===== src/rtl/triangle_sequencer.sv =====
// Triangle-list sequencer: walks a list of packed triangle entries in memory,
// hands each one to the rasterizer and waits for it to finish before fetching
// the next. One entry is in flight at a time.
module triangle_sequencer #(
  parameter int ADDR_W = 6
) (
  input  logic              clock,
  input  logic              resetn,
  input  logic              start,
  input  logic [ADDR_W-1:0] base_addr,
  input  logic [ADDR_W:0]   tri_count,
  output logic [ADDR_W-1:0] mem_addr,
  output logic              mem_rd,
  input  logic [50:0]       mem_data,
  output logic [7:0]        ax,
  output logic [7:0]        ay,
  output logic [7:0]        bx,
  output logic [7:0]        by,
  output logic [7:0]        cx,
  output logic [7:0]        cy,
  output logic [2:0]        colour,
  output logic              draw_en,
  input  logic              draw_done,
  output logic              busy,
  output logic              done,
  output logic [ADDR_W:0]   tri_index
);

  typedef enum logic [2:0] {
    S_IDLE, S_FETCH, S_LATCH, S_ISSUE, S_ARM, S_WAIT, S_FINISH
  } state_t;

  localparam logic [ADDR_W-1:0] ADDR_ONE = 1;
  localparam logic [ADDR_W:0]   IDX_ONE  = 1;

  state_t            state_q, state_d;
  logic [ADDR_W-1:0] addr_q, addr_d;
  logic [ADDR_W:0]   count_q, count_d;
  logic [ADDR_W:0]   idx_q, idx_d;
  logic [50:0]       vert_q, vert_d;
  logic [ADDR_W:0]   idx_inc;

  assign idx_inc = idx_q + IDX_ONE;

  // State and datapath registers; reset is synchronous and wins over everything.
  always_ff @(posedge clock) begin
    if (!resetn) begin
      state_q <= S_IDLE;
      addr_q  <= '0;
      count_q <= '0;
      idx_q   <= '0;
      vert_q  <= '0;
    end else begin
      state_q <= state_d;
      addr_q  <= addr_d;
      count_q <= count_d;
      idx_q   <= idx_d;
      vert_q  <= vert_d;
    end
  end

  // Next-state logic.
  always_comb begin
    state_d = state_q;
    case (state_q)
      S_IDLE:   if (start) state_d = (tri_count == '0) ? S_FINISH : S_FETCH;
      S_FETCH:  state_d = S_LATCH;
      S_LATCH:  state_d = S_ISSUE;
      S_ISSUE:  state_d = S_ARM;
      // Rasterizer still reports idle on the cycle after draw_en, so skip it.
      S_ARM:    state_d = S_WAIT;
      S_WAIT:   if (draw_done) state_d = (idx_inc == count_q) ? S_FINISH : S_FETCH;
      S_FINISH: state_d = S_IDLE;
      default:  state_d = S_IDLE;
    endcase
  end

  // Datapath updates: capture on accepted start, latch entry, advance on completion.
  always_comb begin
    addr_d  = addr_q;
    count_d = count_q;
    idx_d   = idx_q;
    vert_d  = vert_q;
    case (state_q)
      S_IDLE: begin
        // A zero-length list leaves the previous tri_index visible.
        if (start && tri_count != '0) begin
          addr_d  = base_addr;
          count_d = tri_count;
          idx_d   = '0;
        end
      end
      S_LATCH: vert_d = mem_data;
      S_WAIT: begin
        if (draw_done) begin
          idx_d  = idx_inc;
          addr_d = addr_q + ADDR_ONE; // wraps naturally at 2^ADDR_W
        end
      end
      default: ;
    endcase
  end

  // Outputs decoded from the current state.
  always_comb begin
    mem_rd  = (state_q == S_FETCH);
    draw_en = (state_q == S_ISSUE);
    done    = (state_q == S_FINISH);
    busy    = (state_q != S_IDLE);
  end

  assign mem_addr  = addr_q;
  assign tri_index = idx_q;
  assign colour    = vert_q[50:48];
  assign ax        = vert_q[47:40];
  assign ay        = vert_q[39:32];
  assign bx        = vert_q[31:24];
  assign by        = vert_q[23:16];
  assign cx        = vert_q[15:8];
  assign cy        = vert_q[7:0];

endmodule


===== config.mk =====
export PLATFORM = sky130hd
export DESIGN_NAME = triangle_sequencer
export DESIGN_NICKNAME = d
export VERILOG_FILES = /design/src/rtl/triangle_sequencer.sv
export SDC_FILE = /design/constraint.sdc
export NUM_CORES = 1
export LEC_CHECK = 0
export BUFFER_PORTS_ARGS = -buffer_cell sky130_fd_sc_hd__buf_2
export CAP_MARGIN = 20
export CORE_MARGIN = 2
export CORE_UTILIZATION = 51
export CTS_CLUSTER_SIZE = 14
export DETAILED_ROUTE_END_ITERATION = 8
export PLACE_DENSITY = 0.93
export REMOVE_ABC_BUFFERS = 1
export SLEW_MARGIN = 20
export SYNTH_ARGS = -nofsm -noshare
export SYNTH_HDL_FRONTEND = slang
export SYNTH_SLANG_ARGS = --single-unit

===== constraint.sdc =====
create_clock -name clock -period 4.4 [get_ports clock]
set_input_delay 0.66 -clock clock [delete_from_list [all_inputs] [get_ports clock]]
set_output_delay 0.66 -clock clock [all_outputs]
set_load 0.01 [all_outputs]

==> flow_metrics.tcl <==
set metrics [dict create \
    outcome "finished clean" \
    vias 3080 \
    ctsHoldBuffers 0 \
    grt_pass1_vias 2825 \
    p_leak_nw 1.80 \
    cap_violations 0 \
    synth-edff-count 0 \
    synthFlopType "dfxtp_1" \
    core_sq_um 5960 \
    fin_crit_ns 2.72 \
    fmax_mhz 368 \
    setup_viol 0 \
    core.rowCount 28 \
    cp.required_ns 4.66 \
    hpwl_mm 5.89 \
    insertedDiodeCount 0 \
    nNetsFinal 578 \
    cts_buffer_depth 2 \
    gp_congestion 0.744 \
    drtIter0Drc 239 \
    power.total_mw 1.39 \
    tightestPinTransition_ns 1.02 \
    tns_ns 0 \
    wl_per_cell_microns 13.8 \
    ys_warn_count 0 \
    rsz0062_at_grt "false" \
    grt_pass1_wl_mm 12.6 \
    layout_commonest_cell "buf_2" \
    syn_inst 386 \
    path_clk_slew_ns 0.07 \
    finalWirelength_mm 8.09 \
    antenna_found_initial 0 \
    hold_ws_ns 0.453 \
    hold_path.class "reg2reg" \
    fin_worst_skew_ns 0.00658 \
    start_util_pct 52.9 \
    clkSinkCount 74 \
    ys_ff_latch 74 \
    die_h_microns 82.6 \
    drc 0 \
    critPathKind "reg2reg" \
    grt-ovfl-total 0 \
    slew_headroom_pct 31.9 \
    insertion_delay_ns 0.33 \
    async_flop_share_pct 0 \
    most-common-layout-cells "135 x buf_2, 110 x nand2_1, 74 x dfxtp_1" \
    die_width_microns 82.6 \
    post-route-util_pct 66.7 \
    viasPerCell 5.26 \
    die_area_sq_um 6820 \
    io_pins 136 \
    grtUsageTotal_pct 23.9 \
    synth.avg_cell_area_sq_um 8.16 \
    worstPathArrival_ns 2.97 \
    post_cts_buffers 0 \
    h-tree-depth 3 \
    drive_above_1_share_pct 30.0 \
    cts_resized 0 \
    cts_tree "built" \
    first_pass_iters 4 \
    cp-end-kind "flop" \
    yosysUniqueCellTypes 43 \
    grt_max_degree 52 \
    syn2layout_area_growth_pct 26.2 \
    finalMaxSlewViolations 0 \
    clock-root-buffer "clkbuf_8" \
    p_per_area_nw_per_um2 350 \
    ir_worst_vdd_mv 0.216 \
    hold_viol_final 0 \
    setup.worst_path.start_class "flop" \
    netlist_area_sq_um 3150 \
    ant_nets 0 \
    crit_path_max_fanout 13 \
    io_buffers 135 \
    cts_buffers 9 \
    yosysSeqAreaShare_pct 47.1 \
    fin_crit_sh_pct 61.7 \
]
==> routing by layer <==
metal	GRT usage [%]	routed length [microns]
met5	0	0
met4	13.4	219
met3	5.87	548
met2	40.2	3940
met1	27.6	3380
==> synthesized netlist by cell type (7+ instances only) <==
cell | n | share of area (%)
a21boi_0 | 26 | 6.2
clkbuf_1 | 17 | 2.0
nor2b_1 | 13 | 2.6
o21ai_0 | 9 | 1.4
dfxtp_1 | 74 | 47
nor3_1 | 7 | 1.1
nor2_1 | 9 | 1.1
nand3_1 | 7 | 1.1
nand2_1 | 110 | 13
mux2i_1 | 9 | 2.9
a21oi_1 | 37 | 5.9
==> critical path, cell delays in order (launching register included) <==
cell and delay (ns):
dfxtp_1 0.39, or4b_4 0.60, a21oi_2 0.58, nor2_1 0.34, or4b_1 0.57, a21boi_1 0.17
==> kinds of logic (layout without fill, tap and decap cells) <==
kind of cell	Yosys count	count (layout)	share of synthesized area [%]
simple gates	170	170	24.2
xor+xnor	10	10	2.78
compound gates	92	92	18.6
mux	9	9	2.86
flops	74	74	47.1
fa+ha+maj	2	2	0.795
buf+inv	29	153	3.62
==> sequential cells by signal, indices dropped and copies added (netlist names) <==
name and cells:
state_q 3, mem_addr 6, count_q 7, tri_index 7, vert_q 51
==> worst paths after layout <==
kind	from	to	slack, ns	depth (start not counted)
max reg2reg	state_q[2]	tri_index[2]	1.68	5
min	vert_q[1]	vert_q[1]	0.45	2
min reg2reg	vert_q[1]	vert_q[1]	0.45	2
max	state_q[2]	tri_index[2]	1.68	5
==> cell type report <==
class	instances	area, sq um
Timing Repair Buffer	136	683
Inverter	4	15.0
Fill cell	509	1980
Clock inverter	4	22.5
Clock buffer	9	124
Multi-Input combinational cell	283	1550
Tap cell	75	93.8
Sequential cell	74	1480
==> power breakdown <==
group	leakage [nW]	internal [mW]	switching [mW]	total [mW]
clock	0.0766	0.192	0.230	0.422
combinational	1.12	0.0987	0.131	0.229
sequential	0.601	0.710	0.0290	0.739
==> metrics by stage <==
step	cell area [sq um]	worst slack (ns)	cells
after detailed placement	3830	1.46	572
final	3970	1.68	585
after CTS	3970	1.69	585
after global routing	3970	1.55	585
after global placement	3830	1.55	572
after floorplan	3050	1.83	361
No activity file was read; power rests on OpenSTA's default activity.
